--- config.mk ---
export PLATFORM = sky130hd
export DESIGN_NAME = alu_sequencer
export DESIGN_NICKNAME = d
export VERILOG_FILES = /design/src/rtl/alu_sequencer.sv
export SDC_FILE = /design/constraint.sdc
export NUM_CORES = 1
export LEC_CHECK = 0
export CORE_UTILIZATION = 62
export DETAILED_ROUTE_END_ITERATION = 8
export DONT_BUFFER_PORTS = 1
export PLACE_DENSITY_LB_ADDON = 0.12
export SLEW_MARGIN = 20
export SYNTH_ARGS = -nofsm -noshare
export SYNTH_HDL_FRONTEND = slang
export SYNTH_SLANG_ARGS = --single-unit
--- constraint.sdc ---
create_clock -name clk -period 2.3 [get_ports clk]
set_input_delay 0.46 -clock clk [delete_from_list [all_inputs] [get_ports clk]]
set_output_delay 0.46 -clock clk [all_outputs]
set_load 0.01 [all_outputs]
--- src/rtl/alu_sequencer.sv ---
// ============================================================================
// alu_sequencer
//
// Registered front/back end wrapped around a combinational ALU. Operations
// arrive over a valid/ready handshake and are buffered in a small FIFO. One
// operation per cycle is issued from the FIFO head to the ALU, and the ALU's
// answer is captured into an output register that is drained over a second
// valid/ready handshake.
//
// Parameters:
//   SIZE   operand width (must match the attached alu instance)
//   DEPTH  FIFO entries, power of two, >= 2
//
// Ports:
//   clk, rst_n                  clock (rising edge), async active-low reset
//   in_valid / in_ready         operation handshake (in_ready = count != DEPTH)
//   in_command, in_a, in_b      operation fields
//   alu_enable                  high only in issue cycles
//   alu_command, alu_a, alu_b   FIFO head fields, 0 when the FIFO is empty
//   alu_result, alu_overflow    combinational answer from the ALU
//   out_valid / out_ready       result handshake
//   out_result, out_overflow    captured ALU answer
//   out_command                 command that produced out_result
//   out_error                   command rejected by the optional check
//
// Build option:
//   ALU_SEQ_CMD_CHECK_EN  when defined, commands 12..15 are not forwarded to
//                         the ALU; they consume an issue slot and produce a
//                         zero result with out_error set. When undefined,
//                         every command is forwarded and out_error is 0.
// ============================================================================
module alu_sequencer #(
    parameter int SIZE  = 8,
    parameter int DEPTH = 4
) (
    input  logic                clk,
    input  logic                rst_n,

    input  logic                in_valid,
    output logic                in_ready,
    input  logic [3:0]          in_command,
    input  logic [SIZE-1:0]     in_a,
    input  logic [SIZE-1:0]     in_b,

    output logic                alu_enable,
    output logic [3:0]          alu_command,
    output logic [SIZE-1:0]     alu_a,
    output logic [SIZE-1:0]     alu_b,
    input  logic [2*SIZE-1:0]   alu_result,
    input  logic                alu_overflow,

    output logic                out_valid,
    input  logic                out_ready,
    output logic [2*SIZE-1:0]   out_result,
    output logic                out_overflow,
    output logic [3:0]          out_command,
    output logic                out_error
);

    localparam int AW = $clog2(DEPTH);
    localparam int CW = $clog2(DEPTH + 1);
    localparam logic [CW-1:0] DEPTH_C = CW'(DEPTH);

    typedef enum logic [1:0] {
        IDLE  = 2'd0,
        RUN   = 2'd1,
        STALL = 2'd2
    } state_t;

    // FIFO storage and bookkeeping
    logic [3:0]      cmd_mem [DEPTH];
    logic [SIZE-1:0] a_mem   [DEPTH];
    logic [SIZE-1:0] b_mem   [DEPTH];

    logic [AW-1:0]   wr_ptr;
    logic [AW-1:0]   rd_ptr;
    logic [CW-1:0]   count;
    logic [CW-1:0]   count_next;

    logic            fifo_empty;
    logic            push;
    logic            issue;
    logic            cmd_ok;
    logic [3:0]      head_cmd;

    state_t          state;
    state_t          state_next;

    assign fifo_empty = (count == '0);
    assign head_cmd   = cmd_mem[rd_ptr];

    // in_ready looks only at the registered count, so a pop in a full cycle
    // reopens the FIFO one cycle later and out_ready never reaches in_ready.
    assign in_ready = (count != DEPTH_C);
    assign push     = in_valid && in_ready;

    // An entry issues whenever the output register is free or being drained
    // in this same cycle; that keeps throughput at one result per cycle.
    assign issue = !fifo_empty && (!out_valid || out_ready);

`ifdef ALU_SEQ_CMD_CHECK_EN
    assign cmd_ok = (head_cmd < 4'd12);
`else
    assign cmd_ok = 1'b1;
`endif

    // Rejected commands still occupy their issue slot, they just never
    // enable the ALU.
    assign alu_enable = issue && cmd_ok;

    // The ALU sees the head entry directly; an empty FIFO presents zeros so
    // stale storage never leaks onto the ALU inputs.
    always_comb begin
        alu_command = '0;
        alu_a       = '0;
        alu_b       = '0;
        if (!fifo_empty) begin
            alu_command = head_cmd;
            alu_a       = a_mem[rd_ptr];
            alu_b       = b_mem[rd_ptr];
        end
    end

    // Storage is not reset: an entry is only ever read after being written,
    // and the empty-FIFO zeroing above hides whatever is left behind.
    always_ff @(posedge clk) begin
        if (push) begin
            cmd_mem[wr_ptr] <= in_command;
            a_mem[wr_ptr]   <= in_a;
            b_mem[wr_ptr]   <= in_b;
        end
    end

    always_comb begin
        count_next = count;
        case ({push, issue})
            2'b10:   count_next = count + CW'(1);
            2'b01:   count_next = count - CW'(1);
            default: count_next = count;
        endcase
    end

    // Pointers are exactly log2(DEPTH) wide and wrap on their own.
    always_ff @(posedge clk or negedge rst_n) begin
        if (!rst_n) begin
            wr_ptr <= '0;
            rd_ptr <= '0;
            count  <= '0;
        end else begin
            if (push) begin
                wr_ptr <= wr_ptr + AW'(1);
            end
            if (issue) begin
                rd_ptr <= rd_ptr + AW'(1);
            end
            count <= count_next;
        end
    end

    // Output register: loads on every issue, clears when drained without a
    // replacement, and otherwise holds so a stalled consumer sees stable data.
    always_ff @(posedge clk or negedge rst_n) begin
        if (!rst_n) begin
            out_valid    <= 1'b0;
            out_result   <= '0;
            out_overflow <= 1'b0;
            out_command  <= '0;
        end else if (issue) begin
            out_valid   <= 1'b1;
            out_command <= head_cmd;
            if (cmd_ok) begin
                out_result   <= alu_result;
                out_overflow <= alu_overflow;
            end else begin
                out_result   <= '0;
                out_overflow <= 1'b0;
            end
        end else if (out_ready) begin
            out_valid <= 1'b0;
        end
    end

`ifdef ALU_SEQ_CMD_CHECK_EN
    always_ff @(posedge clk or negedge rst_n) begin
        if (!rst_n) begin
            out_error <= 1'b0;
        end else if (issue) begin
            out_error <= !cmd_ok;
        end
    end
`else
    assign out_error = 1'b0;
`endif

    // Debug-only state tracking. The datapath never looks at it; issue alone
    // gates the ALU.
    always_comb begin
        state_next = state;
        case (state)
            IDLE: begin
                if (count_next != '0) begin
                    state_next = RUN;
                end
            end
            RUN: begin
                if (count_next == '0) begin
                    state_next = IDLE;
                end else if (out_valid && !out_ready) begin
                    state_next = STALL;
                end
            end
            STALL: begin
                if (count_next == '0) begin
                    state_next = IDLE;
                end else if (out_ready) begin
                    state_next = RUN;
                end
            end
            default: state_next = IDLE;
        endcase
    end

    always_ff @(posedge clk or negedge rst_n) begin
        if (!rst_n) begin
            state <= IDLE;
        end else begin
            state <= state_next;
        end
    end

endmodule

# After elaboration in Yosys (flattened, before gate mapping)
# Memory sizes are Yosys's and may differ from the RTL's.
# Index checks and enable logic that the tools add are counted.
# W data, S select, Z words.
# totals
in_bits	41
elab_cells	33
output_inout_bits	45
mem_count	3
ff_bits	29
latch_bits	0
mem_bits_ro	0
ram_bits	80
# memory_table
name	words	width	rd	rd_clocked_by_memory_dff	wr	line	text
a_mem	4	8	1	0	1	72	logic [SIZE-1:0] a_mem [DEPTH];
b_mem	4	8	1	0	1	73	logic [SIZE-1:0] b_mem [DEPTH];
cmd_mem	4	4	1	0	1	71	logic [3:0] cmd_mem [DEPTH];
# classes
n_addsub	4
bitwise_logic	0
n_lt_le_gt_ge	0
n_div	0
n_shift	0
mul	0
eq_ne	3
n_reduce_logical	8
mux	8
# op_table
cell	n
$mux W8	2
$pmux W3 S2	1
$add A2 B1 Y2 const B	2
$mux W1	4
$mux W4	1
$reduce_bool A2 Y1	2
$add A3 B1 Y3 const B	1
$logic_not A3 Y1	1
$ne A3 B3 Y1 const B	1
$sub A3 B1 Y3 const B	1
$eq A2 B1 Y1 const B	1
$eq A2 B2 Y1 const B	1
$logic_and A1 B1 Y1	2
$logic_not A1 Y1	2
$logic_or A1 B1 Y1	1

# Logic depth before layout (Yosys ltp)
# Gate-level depths: netlist of run 1.
# logic_depth
ltp_word	5
mapped_depth	10
mapped_depth_nobuf	9

# Least setup slack after synthesis of run 1
# OpenSTA, ideal clock, no wires.
# synth_timing
path_kind	reg-to-reg
startpoint	reg count[0]
endpoint	reg count[2]
path_stages_with_launch	10
arrival_ns	2.020
path_buffers	0
required_ns	2.221
period_less_slack_ns	2.099
slack_ns	0.201
cell_sequence	dfrtp_1 > or3b_4 > and2_4 > inv_1 > ha_1 > inv_1 > fa_1 > xor2_1 > nor2_1 > xor2_1
# synth_via
elab_cells_between_ends	11
classes_between	2 x add/sub; 3 x eq/ne; 1 x mux; 5 x reduce/logical
# synth_rtl
item	line	text
from (decl)	77	logic [CW-1:0] count;
from (signal assigned)	156	count <= count_next;
$ne A3 B3 Y1 (*)	94	assign in_ready = (count != DEPTH_C);
via in_ready	40	output logic in_ready,
$logic_and A1 B1 Y1 (*)	95	assign push = in_valid && in_ready;
$eq A2 B1 Y1 / $eq A2 B2 Y1 (equally long branches)	136	case ({push, issue})
$pmux W3 S2 / $reduce_bool A2 Y1 (equally long branches)	-	
# The timed path passes the listed nets; every way through them passes the cells marked *.
# A chain may end at the register's enable or synchronous reset.

# Final worst setup path of run 1
# layout_timing
startpoint	reg rd_ptr[0]
endpoint	out alu_command[3]
# layout_via
elab_chain_cells	2
# layout_rtl
item	line	text
from (decl)	76	logic [AW-1:0] rd_ptr;
from (signal assigned)	154	rd_ptr <= rd_ptr + AW'(1);
$mem_v2 Z4 W4	-	
$mux W4	117	if (!fifo_empty) begin
to (decl)	46	output logic [3:0] alu_command,
# Every way passes these cells.

==> reports/metrics.cfg, run 1 <==
[clock_tree]
cts_tree = done
ctsResizeCount = 0
clkLatencyLatePin_ps = 370
clock-sinks = 109
root_buffer = clkbuf_8
h-tree-depth = 3
cts_made_buffers = 9
clk_pin_slew_ps = 100
clockBufferDepth = 2

[yosys]
yosysSeqAreaShare_pct = 71.4
synthCells = 213
synth_edf_count = 80
synth_top_cell_by_area = edfxtp_1
synthFlopType = edfxtp_1
netlist_top_cells_count = edfxtp_1, dfrtp_1, nor2b_1
synth_most_common_cell = edfxtp_1
syn_nets = 260
synth.distinct_cells = 27
yosys_warnings = 0
post_synth_instance_area_sq_um = 4380
yosysTopAreaCellShare_pct = 54.9
async_reset_ff_share_pct = 26.6
yosys-top-cells-area = edfxtp_1, dfrtp_1, mux4_2
ys_ff_latch = 109
syn_area_per_cell_sq_um = 20.6

[routing]
wl_met1_mm = 2.57
ant_nets = 0
dr.pass1.iters = 4
vias = 1898
wl_per_cell_microns = 20.0
drc_errors = 0
met3_length_microns = 539
routed_wirelength_mm = 6.63
dr_wl_met2_mm = 3.41
vias_per_cell = 5.72
top_layer_used = met4
drt_iter0_drc = 84

[floorplan]
num_rows = 30
core_sq_um = 6790
ioPinCount = 86
fp.dieH_microns = 86.0
die_x_microns = 86.0
die-area_sq_um = 7400
floorplan.initialDensity_pct = 64.4

[sta]
drv_slew = 0
fin_worst_skew_ps = 11.3
setup_viol = 0
timing.final.hold_violations = 0
fmax_mhz = 458
fin_crit_sh_pct = 94.9
period_needed_ps = 2180
fin_tns_setup_ps = 0

[setup_path]
cp_max_fo = 5
arrival_ps = 1720
worstSetupPathType = flop to primary output
start_kind = flop
required_ps = 1840
critPathCaptureType = primary output

[global_route]
track_usage_pct = 19.6
grt_pass1_vias = 2040
grt_pass1_wl_mm = 10.2
grt_max_degree = 30
grt-ovfl-total = 0
antenna_found_initial = 0

[cells_and_area]
drive_gt1_share_pct = 30.5
area_delta_synth_final_pct = 9.09
antennaDiodeCount = 0
stdcell_area_sq_um = 4780
finalNonFillerCells = 332
num-nets-final = 278
fillers = 426

[placement]
io_buffers = 0
place_congestion = 0.733
place_area_sq_um = 4530
dp_cells = 310
dp.final_hpwl_mm = 4.23

[power_and_ir_drop]
cellLeakagePower_nw = 1.79
ir_drop_mv = 0.720
finalPower_mw = 6.11
power.density_nw_per_um2 = 1280

[hold_path]
min_path_type = input pin to flop

[run]
max_cap_violations = 0

[outcome]
status = completed

[layout by cell type, fill, tap and decap left out, drive strengths merged, types with 2 or more instances in the layout]
master  netlist  final
clkbuf        3      9
xnor2         2      2
mux2         22     22
dfrtp        29     29
and3          4      4
inv           6     10
edfxtp       80     80
clkinv        0      2
xor2          4      4
buf           7     16
nor2b        20     20
mux4         20     20
ha            5      5
[registers in the layout, indices dropped and copies added (netlist names)]
signal        cells
out_overflow      1
a_mem            32
rd_ptr            2
out_command       4
out_valid         1
b_mem            32
out_result       16
wr_ptr            2
count             3
cmd_mem          16
[metrics by stage]
step,setup WS [ps],util [%],hold WS (ps)
3_5_place_dp,122,66.7,165
6_report,117,70.3,177
4_1_cts,88.6,69.9,157
3_3_place_gp,183,66.7,165
2_1_floorplan,201,-,164
5_1_grt,-10.0,70.3,145
[area by class of cell]
type	count	area, sq um	share of cell area [%]
clock buffers	9	124	2.59
clock inverters	7	61.3	1.28
inverters	6	22.5	0.472
multi-input cells	88	1160	24.4
flip-flops and latches	109	3130	65.5
well taps	96	120	2.52
repair buffers	17	155	3.25
[per-layer routing]
layer | up-vias | global-route usage, %
met4 | 0 | 7.58
met2 | 75 | 33.6
met3 | 14 | 8.18
met5 | - | 0
li1 | 847 | -
met1 | 962 | 21.7
[worst paths after layout]
| check | slack, ps | start | cells past startpoint | to |
|---|---|---|---|---|
| max | 120 | rd_ptr[0] | 3 | alu_command[3] |
| min | 180 | in_b[4] | 0 | b_mem[3][4] |
| max reg2reg | 150 | count[0] | 9 | count[2] |
| min reg2reg | 570 | count[2] | 2 | count[2] |
| max in group asynchronous | 1590 | rst_n | 2 | out_command[2] |
| min in group asynchronous | 550 | rst_n | 2 | out_result[15] |
[what timing repair did]
action | in CTS | in global routing
endpoints found under the hold margin | 29 | 0
endpoints found under the setup margin | 0 | 1
setup buffers | 0 | 4
hold buffers | 2 | 0
[cells by family after synthesis]
logic type | Yosys count | share of synthesized area, %
other | 1 | 0.0857
xor gates and xnor gates | 6 | 1.20
and+or+nand+nor | 32 | 4.80
adders and majority gates | 6 | 1.89
muxes | 43 | 18.3
DFF | 109 | 71.4
buffers and inverters | 16 | 2.26
[critical path, stage by stage, from the launching register on]
cell and delay (ps):
dfrtp_1 410, buf_4 180, mux4_1 560, and2b_1 220
[where the power goes]
part / internal, mW / switching, mW
logic: 1.06 / 1.04
clock network: 0.416 / 0.640
registers: 2.66 / 0.294
total: 4.14 / 1.97
Note: power is estimated with default switching activity, not from simulation.
==> run 2: changes to the inputs <==
SKIP_CTS_REPAIR_TIMING = 1   (was default)
==> run 2 against run 1 <==
  * Critical path depth did not move
  * Hold slack barely moved
  * Non-clock buffer count did not move
  * Count of clock-buffer cells in the layout did not move
  * Critical endpoint unchanged
  * Largest power group unchanged
  * Power barely moved
  * Clock skew fell by 0.51 ps
  * Global-route usage fell by 0.13 points
  * Critical path type unchanged
==> reports/metrics.cfg, run 2 (synthesis results as in run 1) <==
[outcome]
status = completed

[routing]
ant_nets = 0
routed_wirelength_mm = 6.62
dr.pass1.iters = 4
vias_per_cell = 5.70
drc_errors = 0
drt_iter0_drc = 84
wl_per_cell_microns = 20.0
vias = 1892

[placement]
io_buffers = 0
place_congestion = 0.733
place_ws_ps = 122
dp.final_hpwl_mm = 4.23

[cells_and_area]
area_delta_synth_final_pct = 9.09
reg.largest.list = a_mem x32, b_mem x32
final_common_cell = edfxtp_1
drive_gt1_share_pct = 30.5
antennaDiodeCount = 0
num-nets-final = 278
layout_common_cells = edfxtp_1, dfrtp_1, nor2b_1, mux2_4

[power_and_ir_drop]
p_switching_mw = 1.97
p_seq_share_pct = 48.4
ir_drop_mv = 0.720
p_int_mw = 4.14
switching_share_pct = 32.3
clockPowerShare_pct = 17.3
finalPower_mw = 6.11
cellLeakagePower_nw = 1.79
p_comb_share_pct = 34.3
power.density_nw_per_um2 = 1280

[clock_tree]
clkLatencyLatePin_ps = 370
cts_tree = done
clk_pin_slew_ps = 100
cts_made_buffers = 9
root_buffer = clkbuf_8
clockBufferDepth = 2
h-tree-depth = 3
clock-sinks = 109

[global_route]
antenna_found_initial = 0
grt_max_degree = 30
grt-ovfl-total = 0
track_usage_pct = 19.4
grt_pass1_vias = 2021
grt_pass1_wl_mm = 10.1

[hold_path]
holdPathStages = 0
min_path_type = input pin to flop
min_to = b_mem[3][4]
min-delay-start = in_b[4]

[setup_path]
worstSetupPathType = flop to primary output
critPathCaptureType = primary output
r2r_cells = 9
r2r_setup_slack_ps = 150
start_kind = flop
arrival_ps = 1720
cp_max_fo = 5
r2r-start = count[0]
required_ps = 1840
r2r-end = count[2]

[floorplan]
fp.dieH_microns = 86.0
die-area_sq_um = 7400
num_rows = 30
die_x_microns = 86.0
core_sq_um = 6790
floorplan.initialDensity_pct = 64.4
ioPinCount = 86

[run]
max_cap_violations = 0

[sta]
fin_crit_sh_pct = 94.9
setup_slack_ps = 116
fin_worst_skew_ps = 10.8
period_needed_ps = 2180
fmax_mhz = 458
holdWs_ps = 177
timing.final.hold_violations = 0
setup_viol = 0
fin_tns_setup_ps = 0
drv_slew = 0

## run 2: per-stage QoR
stage                     util [%]  std cells  area [sq um]
after floorplan                  -        213          4380
after global placement        66.7        310          4530
after detailed placement      66.7        310          4530
after CTS                     69.4        326          4720
after global routing          70.3        332          4780
final                         70.3        332          4780
## run 2: critical path: stages (launching register included)
cell and delay, ps:
dfrtp_1 410, buf_4 180, mux4_1 560, and2b_1 220
## run 2: area by class of cell
| type | instances | area [sq um] |
|---|---|---|
| Sequential cell | 109 | 3130 |
| Fill cell | 426 | 2020 |
| Multi-Input combinational cell | 88 | 1160 |
| Timing Repair Buffer | 17 | 155 |
| Clock buffer | 9 | 124 |
| Tap cell | 96 | 120 |
| Clock inverter | 7 | 61.3 |
| Inverter | 6 | 22.5 |
## run 2: how the worst max path moves through the flow
stage,from,endpoint,cells after the start
3_3_place_gp,count[2],count[2],9
2_1_floorplan,count[0],count[2],9
4_1_cts,count[2],count[2],9
5_1_grt,count[1],count[2],9
3_5_place_dp,count[2],count[2],9
6_report,rd_ptr[0],alu_command[3],3
## run 2: routing by layer
| metal | wire length [microns] | up-vias | global-route usage, % |
|---|---|---|---|
| met5 | 0 | - | 0 |
| met4 | 99 | 0 | 7.42 |
| met3 | 537 | 12 | 8.18 |
| met2 | 3420 | 73 | 33.2 |
| met1 | 2570 | 960 | 21.7 |
| li1 | - | 847 | - |
## run 2: power groups by stage
stage | registers, mW | logic [mW] | clock network [mW]
after floorplan | 2.95 | 1.65 | 0
after global placement | 2.98 | 1.98 | 0
after detailed placement | 3.02 | 2.05 | 0
after CTS | 2.97 | 2.06 | 1.10
after global routing | 3.01 | 2.27 | 1.17
final | 2.95 | 2.10 | 1.06
